--- src/rtl/writeback_arbiter.sv ---
// Round-robin merge of the RS and LSB result streams onto the single ROB writeback port.
// Optional WB_BYPASS_EN: an empty channel may offer its incoming result straight to the port.
module wb_fifo #(
  parameter int DEPTH_LOG = 2,
  parameter int W         = 36
) (
  input  logic         clk,
  input  logic         rst_n,
  input  logic         en,
  input  logic         clr,
  input  logic         push,
  input  logic         pop,
  input  logic [W-1:0] wdata,
  output logic [W-1:0] head,
  output logic         ready,
  output logic         empty
);
  localparam int DEPTH = 1 << DEPTH_LOG;

  logic [W-1:0]         mem [DEPTH];
  logic [DEPTH_LOG-1:0] rd_ptr, wr_ptr;
  logic [DEPTH_LOG:0]   cnt;

  always_ff @(posedge clk or negedge rst_n) begin
    if (!rst_n) begin
      rd_ptr <= '0;
      wr_ptr <= '0;
      cnt    <= '0;
    end else if (en) begin
      if (clr) begin
        rd_ptr <= '0;
        wr_ptr <= '0;
        cnt    <= '0;
      end else begin
        if (push) wr_ptr <= wr_ptr + DEPTH_LOG'(1);
        if (pop)  rd_ptr <= rd_ptr + DEPTH_LOG'(1);
        case ({push, pop})
          2'b10:   cnt <= cnt + (DEPTH_LOG+1)'(1);
          2'b01:   cnt <= cnt - (DEPTH_LOG+1)'(1);
          default: cnt <= cnt;
        endcase
      end
    end
  end

  // Storage needs no reset; occupancy is tracked by cnt alone.
  always_ff @(posedge clk) begin
    if (en && !clr && push) mem[wr_ptr] <= wdata;
  end

  assign head  = mem[rd_ptr];
  assign ready = (cnt != (DEPTH_LOG+1)'(DEPTH));
  assign empty = (cnt == '0);
endmodule

module writeback_arbiter #(
  parameter int FIFO_DEPTH_LOG = 2,
  parameter int ROB_WIDTH      = 4
) (
  input  logic                 clk_in,
  input  logic                 rst_in,
  input  logic                 rdy_in,
  input  logic                 flush,
  input  logic                 rs_valid,
  input  logic [ROB_WIDTH-1:0] rs_rob_id,
  input  logic [31:0]          rs_data,
  output logic                 rs_ready,
  input  logic                 lsb_valid,
  input  logic [ROB_WIDTH-1:0] lsb_rob_id,
  input  logic [31:0]          lsb_data,
  output logic                 lsb_ready,
  output logic                 wb_valid,
  output logic [ROB_WIDTH-1:0] wb_rob_id,
  output logic [31:0]          wb_data
);
  localparam int NUM_LANES = 2;
  localparam int EW        = ROB_WIDTH + 32;

  typedef struct packed {
    logic [ROB_WIDTH-1:0] rob_id;
    logic [31:0]          data;
  } wb_ent_t;

  wb_ent_t [NUM_LANES-1:0] in_ent, head_ent, offer;
  logic    [NUM_LANES-1:0] in_vld, ready, empty, acc, cand, push, pop;
  logic                    last, win, any;
  logic                    live;

  assign live      = rdy_in && !flush;
  assign in_vld    = {lsb_valid, rs_valid};
  assign in_ent[0] = '{rob_id: rs_rob_id,  data: rs_data};
  assign in_ent[1] = '{rob_id: lsb_rob_id, data: lsb_data};
  assign acc       = in_vld & ready & {NUM_LANES{live}};

`ifdef WB_BYPASS_EN
  assign cand = ~empty | acc;
`else
  assign cand = ~empty;
`endif

  // Lane 0 = RS, lane 1 = LSB; on a tie the lane that did not win last goes.
  assign any = |cand;
  assign win = (&cand) ? ~last : cand[1];

  for (genvar i = 0; i < NUM_LANES; i++) begin : g_lane
    assign offer[i] = empty[i] ? in_ent[i] : head_ent[i];
    assign pop[i]   = live && any && (win == 1'(i)) && !empty[i];
    // A bypass winner goes straight to wb_* and never lands in the FIFO.
    assign push[i]  = acc[i] && !(any && (win == 1'(i)) && empty[i]);

    wb_fifo #(.DEPTH_LOG(FIFO_DEPTH_LOG), .W(EW)) u_fifo (
      .clk   (clk_in),
      .rst_n (rst_in),
      .en    (rdy_in),
      .clr   (flush),
      .push  (push[i]),
      .pop   (pop[i]),
      .wdata (in_ent[i]),
      .head  (head_ent[i]),
      .ready (ready[i]),
      .empty (empty[i])
    );
  end

  assign rs_ready  = ready[0];
  assign lsb_ready = ready[1];

  always_ff @(posedge clk_in or negedge rst_in) begin
    if (!rst_in) begin
      wb_valid  <= 1'b0;
      wb_rob_id <= '0;
      wb_data   <= '0;
      last      <= 1'b1;
    end else if (rdy_in) begin
      if (flush) begin
        wb_valid <= 1'b0;
        last     <= 1'b1;
      end else if (any) begin
        wb_valid  <= 1'b1;
        wb_rob_id <= offer[win].rob_id;
        wb_data   <= offer[win].data;
        last      <= win;
      end else begin
        wb_valid <= 1'b0;
      end
    end
  end
endmodule
--- config.mk ---
export PLATFORM = sky130hd
export DESIGN_NAME = writeback_arbiter
export DESIGN_NICKNAME = d
export VERILOG_FILES = /design/src/rtl/writeback_arbiter.sv
export SDC_FILE = /design/constraint.sdc
export NUM_CORES = 1
export LEC_CHECK = 0
export ABC_AREA = 1
export ABC_CLOCK_PERIOD_IN_PS = 4250
export CELL_PAD_IN_SITES_DETAIL_PLACEMENT = 1
export CELL_PAD_IN_SITES_GLOBAL_PLACEMENT = 2
export CORE_MARGIN = 5
export CORE_UTILIZATION = 46
export DETAILED_ROUTE_END_ITERATION = 6
export DONT_BUFFER_PORTS = 1
export HOLD_SLACK_MARGIN = 0.1
export PLACE_DENSITY = 0.88
export SLEW_MARGIN = 20
export SYNTH_ARGS = -nofsm -noshare
export SYNTH_HDL_FRONTEND = slang
export SYNTH_SLANG_ARGS = --single-unit
--- constraint.sdc ---
create_clock -name clk_in -period 4.25 [get_ports clk_in]
set_input_delay 0.425 -clock clk_in [delete_from_list [all_inputs] [get_ports clk_in]]
set_output_delay 0.425 -clock clk_in [all_outputs]
set_load 0.02 [all_outputs]
# Word-level counts from Yosys, hierarchy flattened
# Memories as Yosys holds them, arrays and structs flattened.
# Index checks and enable logic that the tools add are counted.
# classes
eq_ne	6
reduce_logical	38
div_mod_pow	0
n_mux	25
bitwise	6
n_addsub	8
magnitude_cmp	1
shifts	0
mul	0
# ops
op	n
$mux 36	4
$mux 2	8
$reduce_and 2->1	8
$logic_and 1x1->1	14
$pmux 3 s2	2
$reduce_bool 2->1	5
$mux 1	9
$add 2x1->2 const B	4
$add 3x1->3 const B	2
$logic_not 3->1	2
$mux 3	2
$ne 3x3->1 const B	2
$reduce_bool 3->1	2
$sub 3x1->3 const B	2
$logic_not 1->1	5
$and 2x2->2	2
$eq 2x1->1 const B	2
$eq 2x2->1 const B	2
$not 1->1	3
$reduce_and 3->1	1
$lt 1x2->1 const B	1
$not 2->2	1
$reduce_or 2->1	1
# totals
reg_bits	52
out_inout_bits	39
latchBits	0
memories	2
ramBits	288
elab_cells	96
inputBits	78
romBits	0
# memory_table
memory	depth	width	read_ports	rd_clocked_by_memory_dff	wr	line_no	source
g_lane[0].u_fifo.mem	4	36	1	0	1	20	logic [W-1:0] mem [DEPTH];
g_lane[1].u_fifo.mem	4	36	1	0	1	20	

# Longest topological paths before layout
# Gate-level depths: netlist of run 1.
# logic_depth
word_depth	12
depth_mapped	15
mapped_depth_nobuf	14

# By module
# Synthesis of run 1 repeated with hierarchy kept, for this count alone.
# hier_totals
cells_unflattened	1283
hier_area_um2	14453.9
# by_module_without_submodules
module	area_per_inst_um2	n_inst	cells_each	seq_area_each_um2
wb_fifo	5825.6	2	416	4499.3
writeback_arbiter	2802.7	1	451	952.2

# Worst setup path before layout of run 1
# Ideal clock, no wire load.
# synth_timing
path_kind	flip-flop to flip-flop
start	reg g_lane[1].u_fifo.cnt[1]
end	mem g_lane[1].u_fifo.mem[0][0] (enable)
path_slack_ps	1239
period_less_slack_ps	3011
path_buffers	0
path_stages_with_launch	7
t_arrival_ps	2582
cell_sequence	dfrtp_1 > nor2_1 > nand2_1 > nand2_1 > nor2_4 > inv_1 > nor2_1
# synth_lines
item	line_no	source
from (decl)	22	logic [DEPTH_LOG:0] cnt;
from (signal assigned)	38	2'b10: cnt <= cnt + (DEPTH_LOG+1)'(1);
from (signal assigned)	39	2'b01: cnt <= cnt - (DEPTH_LOG+1)'(1);
from (signal assigned)	40	default: cnt <= cnt;
$ne 3x3->1	52	assign ready = (cnt != (DEPTH_LOG+1)'(DEPTH));
named net lsb_ready	71	output logic lsb_ready,
$and 2x2->2 (2 in a row)	93	assign acc = in_vld & ready & {NUM_LANES{live}};
$logic_and 1x1->1	109	assign push[i] = acc[i] && !(any && (win == 1'(i)) && empty[i]);
$logic_and 1x1->1	48	if (en && !clr && push) mem[wr_ptr] <= wdata;
$mux 1	48	
$mux 1 (not written as such)	48	
to (decl)	20	
# The timed path passes the listed nets, and every way through them passes these cells.

# Final worst setup path of run 1
# layout_timing
start	reg g_lane[1].u_fifo.cnt[1]
end	mem g_lane[1].u_fifo.mem[1][1] (enable)
# Same word-level chain as after synthesis.

==> results of run 1 <==
[worst max-delay path, cell delays in order (launching register included)]
cell and delay (ns):
dfrtp_1 0.41, nor2_1 0.09, nand2_1 0.22, nand2_1 0.19
nor2_4 0.21, inv_1 0.21, nor2_4 0.70, buf_4 0.35
[repair_timing]
action                    in CTS  in global routing
hold endpoints to repair     342                  0
hold buffers                  75                  0
setup buffers                  0                  0
[cell usage in the layout (no fill, tap or decap), types with 19 or more instances in the layout]
cell type,count
dfrtp_1,49
a31oi_1,66
dlygate4sd3_1,74
o21ai_1,33
nor2_1,322
clkbuf_16,39
nand2_1,105
buf_4,19
o21ai_0,152
inv_1,22
edfxtp_1,288
[power by group through the flow]
stage | Sequential (uW) | Clock (uW) | Combinational (uW)
after floorplan | 4330 | 0 | 1970
after CTS | 4410 | 3440 | 2850
after detailed placement | 4470 | 0 | 2710
after global routing | 4420 | 3600 | 3160
final | 4400 | 3390 | 2850
after global placement | 4460 | 0 | 2620
[flip-flops by register name (all words and copies together) (netlist names)]
signal,flops
g_lane.u_fifo.cnt,6
wb_data,32
last,1
g_lane.u_fifo.rd_ptr,4
wb_rob_id,4
wb_valid,1
g_lane.u_fifo.wr_ptr,4
g_lane.u_fifo.mem,288
[how the worst max path moves through the flow]
stage	start	endpoint	slack, ns	cells after the start
finish	g_lane[1].u_fifo.cnt[1]	g_lane[1].u_fifo.mem[1][1]	1.54	7
global route	g_lane[1].u_fifo.cnt[1]	g_lane[1].u_fifo.mem[1][4]	1.39	7
floorplan	g_lane[1].u_fifo.cnt[1]	g_lane[1].u_fifo.mem[0][0]	1.24	6
CTS	g_lane[1].u_fifo.cnt[1]	g_lane[1].u_fifo.mem[1][3]	1.51	7
detailed placement	g_lane[1].u_fifo.cnt[1]	g_lane[1].u_fifo.mem[1][4]	1.57	7
global placement	g_lane[1].u_fifo.cnt[1]	g_lane[1].u_fifo.mem[1][1]	1.66	7
[kinds of logic after synthesis]
kind of cell	after synthesis	share of synthesized area [%]
fa+ha+maj	10	0.901
flops	340	71.7
buf+inv	102	3.24
simple gates	460	13.1
compound gates	279	10.9
xor+xnor	2	0.126
[layout make-up]
type / count / area, um2
timing repair buffer: 94 / 911
clock inverter: 23 / 284
inverter: 32 / 120
multi-input combinational: 751 / 3540
sequential: 340 / 9950
tap: 390 / 488
clock buffer: 44 / 995
fill: 3006 / 13400
antenna: 2 / 5.00
[layer usage]
layer	GRT usage, %	vias up	share of wire [%]
met3	4.00	52	5.0
met4	6.65	2	2.6
met2	37.4	230	49
li1	-	4339	-
met1	30.8	4817	43
met5	0	-	0.018
[metrics by stage]
step | worst slack, ns | std cells
finish | 1.54 | 1676
global route | 1.39 | 1676
CTS | 1.51 | 1674
detailed placement | 1.57 | 1532
global placement | 1.66 | 1532
floorplan | 1.24 | 1193
==> results.ini, run 1 <==
[place]
placed_area_um2 = 14200
place_congestion = 0.853
dp_hpwl_um = 23400
io_buffers = 0

[cells_and_area]
drive_above_1_share_pct = 8.41
area_growth_pct = 17.4
finalNetCount = 1344
finish.utilization_pct = 54.8
fin_area_um2 = 16300

[sta]
fmax_ghz = 0.369
worst_pin_slew_ns = 1.01
slew_headroom_pct = 32.5
setup_viol = 0
fin_crit_ns = 2.71
rsz0062_at_grt = false
finalCritPeriodShare_pct = 63.7
hold_violations = 0
setup_tns_ns = 0
finalClockSkew_ns = 0.0159
hold-worst-slack_ns = 0.126
slew_violations = 0

[min_path]
min_path_cells = 3
hold_path.startpoint = rdy_in
worstHoldEndpoint = g_lane[0].u_fifo.cnt[1]
hp-class = in2reg

[synth]
synth_top_area_share_pct = 62.3
post-synth-top-count-cell = nor2_1
syn_inst = 1193
yosysWarnings = 0
ys_top_cells_by_area = edfxtp_1 (62%), dfrtp_1 (9.2%), nor2_1 (8.9%), o21ai_0 (5.5%), a31oi_1 (3.0%)
syn-cell-area_um2 = 13900
post_synth_num_cell_types = 33
syn_nets = 1281
ys_ff_latch = 340
ys_top_cells_by_count = nor2_1 (330), edfxtp_1 (288), o21ai_0 (152)
syn_avg_cell_area_um2 = 11.6
synth_edf_count = 288
synth_flop_cell = edfxtp_1
async_flop_share_pct = 15.3
ys_seq_area_share_pct = 71.7
synth_top_cell_by_area = edfxtp_1

[clock_network]
cts_tree = yes
cts.clk_slew.worst_paths_ns = 0.06
cts_buffers = 37
ctsResizeCount = 0
clkLatencyLatePin_ns = 0.53
cts_root_buffer = clkbuf_16
htreeDepth = 2
clkSinkCount = 340
clk_path_buf_depth = 3

[pwr]
switching_share_pct = 36.1
power_uw = 10600
p_sw_uw = 3840
p_int_uw = 6800
ir_worst_vdd_v = 0.000463
combPwrFrac_pct = 26.8
seqPwrFrac_pct = 41.3
pwr-share-clk_pct = 31.9
leakage_uw = 0.00581
pwr_density_cell_nw_per_um2 = 653

[floorplan]
die_y_um = 184
core-area_um2 = 29700
num_rows = 63
die_x_um = 184
io_pins = 117
initial_core_util_pct = 46.7
die_area_um2 = 33700

[route]
vias = 9440
drt_iter0_drc = 644
drc_errors = 0
drt_first_pass_iters = 4
viasPerCell = 5.63
wirelength_um = 38700
ant_nets = 0
wl_per_cell_um = 23.1

[critical_path]
required_ns = 4.47
r2r-start = g_lane[1].u_fifo.cnt[1]
path_class = reg2reg
cp-end-kind = flop
rrSetupSlack_ns = 1.54
r2r-end = g_lane[1].u_fifo.mem[1][1]
cp.arrival_ns = 2.92
critical_path.max_fanout = 25
reg2reg_depth = 7
startpoint_type = flop

[global_route]
grt_pass1_vias = 9696
overflow = 0
grt_start_max_net_pins = 75
antenna_found_initial = 3
grt_pass1_wl_um = 58700
track_usage_pct = 22.5

[job]
cap_violations = 0

[outcome]
outcome = finished clean

(Power assumes the default switching activity.)
==> run 2, diff against run 1 <==
Settings changed: ABC_AREA 1 to 0, ABC_CLOCK_PERIOD_IN_PS 4250 to 2500, CORE_UTILIZATION 46 to 48, PLACE_DENSITY 0.88 to 0.82.
Clock period 4.25 ns to 2.5 ns, I/O delays scaled along.
==> results.ini, run 2 <==
[route]
ant_nets = 0
drc_errors = 0
drt_first_pass_iters = 5
wl_per_cell_um = 26.9
drt_iter0_drc = 591
viasPerCell = 6.00
vias = 7041
wirelength_um = 31600

[synth]
ys_seq_area_share_pct = 75.3
yosysWarnings = 0
syn-cell-area_um2 = 13200
syn_inst = 685
syn_avg_cell_area_um2 = 19.3
synth_edf_count = 288
ys_top_cells_by_area = edfxtp_1 (65%), mux4_2 (12%), dfrtp_1 (9.7%), a22oi_1 (2.2%), o21ai_0 (1.7%)
post_synth_num_cell_types = 47
ys_top_cells_by_count = edfxtp_1 (288), mux4_2 (72), dfrtp_1 (51)
post-synth-top-count-cell = edfxtp_1
ys_ff_latch = 340
synth_top_cell_by_area = edfxtp_1
async_flop_share_pct = 15.3
syn_nets = 773
synth_top_area_share_pct = 65.5
synth_flop_cell = edfxtp_1

[place]
pre_cts_slack_ns = -0.170
placed_cells = 1032
place_congestion = 0.763
dp_hpwl_um = 19800
io_buffers = 0

[sta]
slew_headroom_pct = 53.2
finalClockSkew_ns = 0.0121
worst_pin_slew_ns = 0.696
finalCritPeriodShare_pct = 100
setup_viol = 1
setup_ws_ns = -0.000266
rsz0062_at_grt = true
fmax_ghz = 0.400
hold_violations = 0
fin_crit_ns = 2.50
slew_violations = 0

[min_path]
hp-class = in2reg
worstHoldEndpoint = g_lane[0].u_fifo.cnt[2]
hold_path.startpoint = rs_valid
min_path_cells = 3

[critical_path]
reg2reg_depth = 10
required_ns = 2.90
cp.arrival_ns = 2.90
critical_path.max_fanout = 3
startpoint_type = flop
crit_start = g_lane[0].u_fifo.cnt[0]
rrSetupSlack_ns = -0.0003
r2r-start = g_lane[0].u_fifo.cnt[0]
r2r-end = g_lane[0].u_fifo.cnt[2]
cp-end-kind = flop
path_class = reg2reg

[cells_and_area]
drive_above_1_share_pct = 24.4
largest-register = g_lane.u_fifo.mem
fin_cells = 1173
finalNetCount = 896
area_growth_pct = 19.8
nFillCells = 2323
multi_input_area_um2 = 3120
seq_area_um2 = 9960
final_common_cell = edfxtp_1
largest_register_ffs = 288
mostFrequentLayoutCells = edfxtp_1 (288), dlygate4sd3_1 (76), mux4_2 (72)
largestRegisters = g_lane.u_fifo.mem x288, wb_data x32, g_lane.u_fifo.cnt x6

[clock_network]
cts_root_buffer = clkbuf_16
clkSinkCount = 340
clk_path_buf_depth = 3
cts_buffers = 35
htreeDepth = 2
cts.clk_slew.worst_paths_ns = 0.06
clkLatencyLatePin_ns = 0.50
cts_tree = yes

[pwr]
ir_worst_vdd_v = 0.000752
power_uw = 16900
leakage_uw = 0.00532
pwr_density_cell_nw_per_um2 = 1070

[floorplan]
die_x_um = 176
die_y_um = 176
io_pins = 117
core-area_um2 = 27000
die_area_um2 = 30900
num_rows = 60
initial_core_util_pct = 48.9

[global_route]
track_usage_pct = 20.6
overflow = 0
antenna_found_initial = 2
grt_pass1_wl_um = 48400
grt_start_max_net_pins = 53
grt_pass1_vias = 7985

[job]
cap_violations = 0

[outcome]
failed_checks = setup timing
outcome = finished with violations

[run 2: cell types whose count changed after synthesis, sizes merged, moves of 9 or more]
cell	before	now
mux4	0	72
clkbuf	30	19
a22oi	0	38
a31oi	66	1
nand2	108	48
nand3	11	2
and3	0	9
inv	30	11
nor2	337	8
o21ai	185	49
buf	40	22
a21oi	15	2
[run 2: routing by layer]
layer / up-vias / track usage (%) / wire length (um)
li1: 3026 / - / -
met1: 3739 / 26.0 / 12300
met2: 214 / 36.0 / 16600
met3: 60 / 4.58 / 1940
met4: 2 / 6.21 / 777
met5: - / 0 / 13
[run 2: through the flow]
stage	cell area [um2]	TNS [ns]	utilization (%)	hold slack (ns)
after floorplan	13200	0	-	-0.0456
after global placement	13900	0	51.5	-0.0420
after detailed placement	13900	-0.170	51.5	-0.0417
after CTS	15800	-0.0463	58.5	0.119
after global routing	15800	-0.131	58.6	0.144
final	15800	-0.000266	58.6	0.130
[run 2: area by class of cell]
type,count,share of cell area (%)
multi-input combinational,293,19.7
sequential,340,62.9
inverter,11,0.261
tap,341,2.69
clock buffer,45,5.90
clock inverter,15,0.774
antenna,1,0.0158
timing repair buffer,127,7.74
[run 2: where the power goes]
part / switching, uW / total, uW / internal [uW]
registers: 911 / 7600 / 6690
clock network: 2010 / 4840 / 2830
logic: 2410 / 4500 / 2080
[run 2: cell families after synthesis]
family | after synthesis | share of synthesized area (%)
buffers and inverters | 52 | 1.73
AOI/OAI and AO/OA | 117 | 5.99
and+or+nand+nor | 83 | 2.91
adders and majority gates | 10 | 0.947
muxes | 79 | 12.8
DFF | 340 | 75.3
xor gates and xnor gates | 4 | 0.265
[run 2: how the worst max path moves through the flow]
stage,depth (start not counted),slack (ns),to
detailed placement,10,-0.17,g_lane[0].u_fifo.cnt[2]
floorplan,11,0.003,g_lane[0].u_fifo.cnt[2]
global route,10,-0.10,g_lane[0].u_fifo.cnt[2]
global placement,10,0.03,g_lane[0].u_fifo.cnt[2]
finish,10,-0.0003,g_lane[0].u_fifo.cnt[2]
CTS,10,-0.05,g_lane[0].u_fifo.cnt[2]
[run 2: repair_timing]
item | 4_1_cts | 5_1_grt
resized for setup | 5 | 6
hold buffers | 77 | 0
cloned | 0 | 0
endpoints found under the hold margin | 356 | 0
buffers inserted | 2 | 1
pin swaps | 5 | 3
setup endpoints to repair | 1 | 2
[run 2: critical path: stages (launching register included)]
cell and delay [ns]:
dfrtp_2 0.41, or3_4 0.41, o21ai_4 0.08, nor3_2 0.07, xor2_1 0.15, ha_2 0.18, nand2b_4 0.14, or4_1 0.40
a21o_1 0.17, and4_1 0.20, o31ai_2 0.19
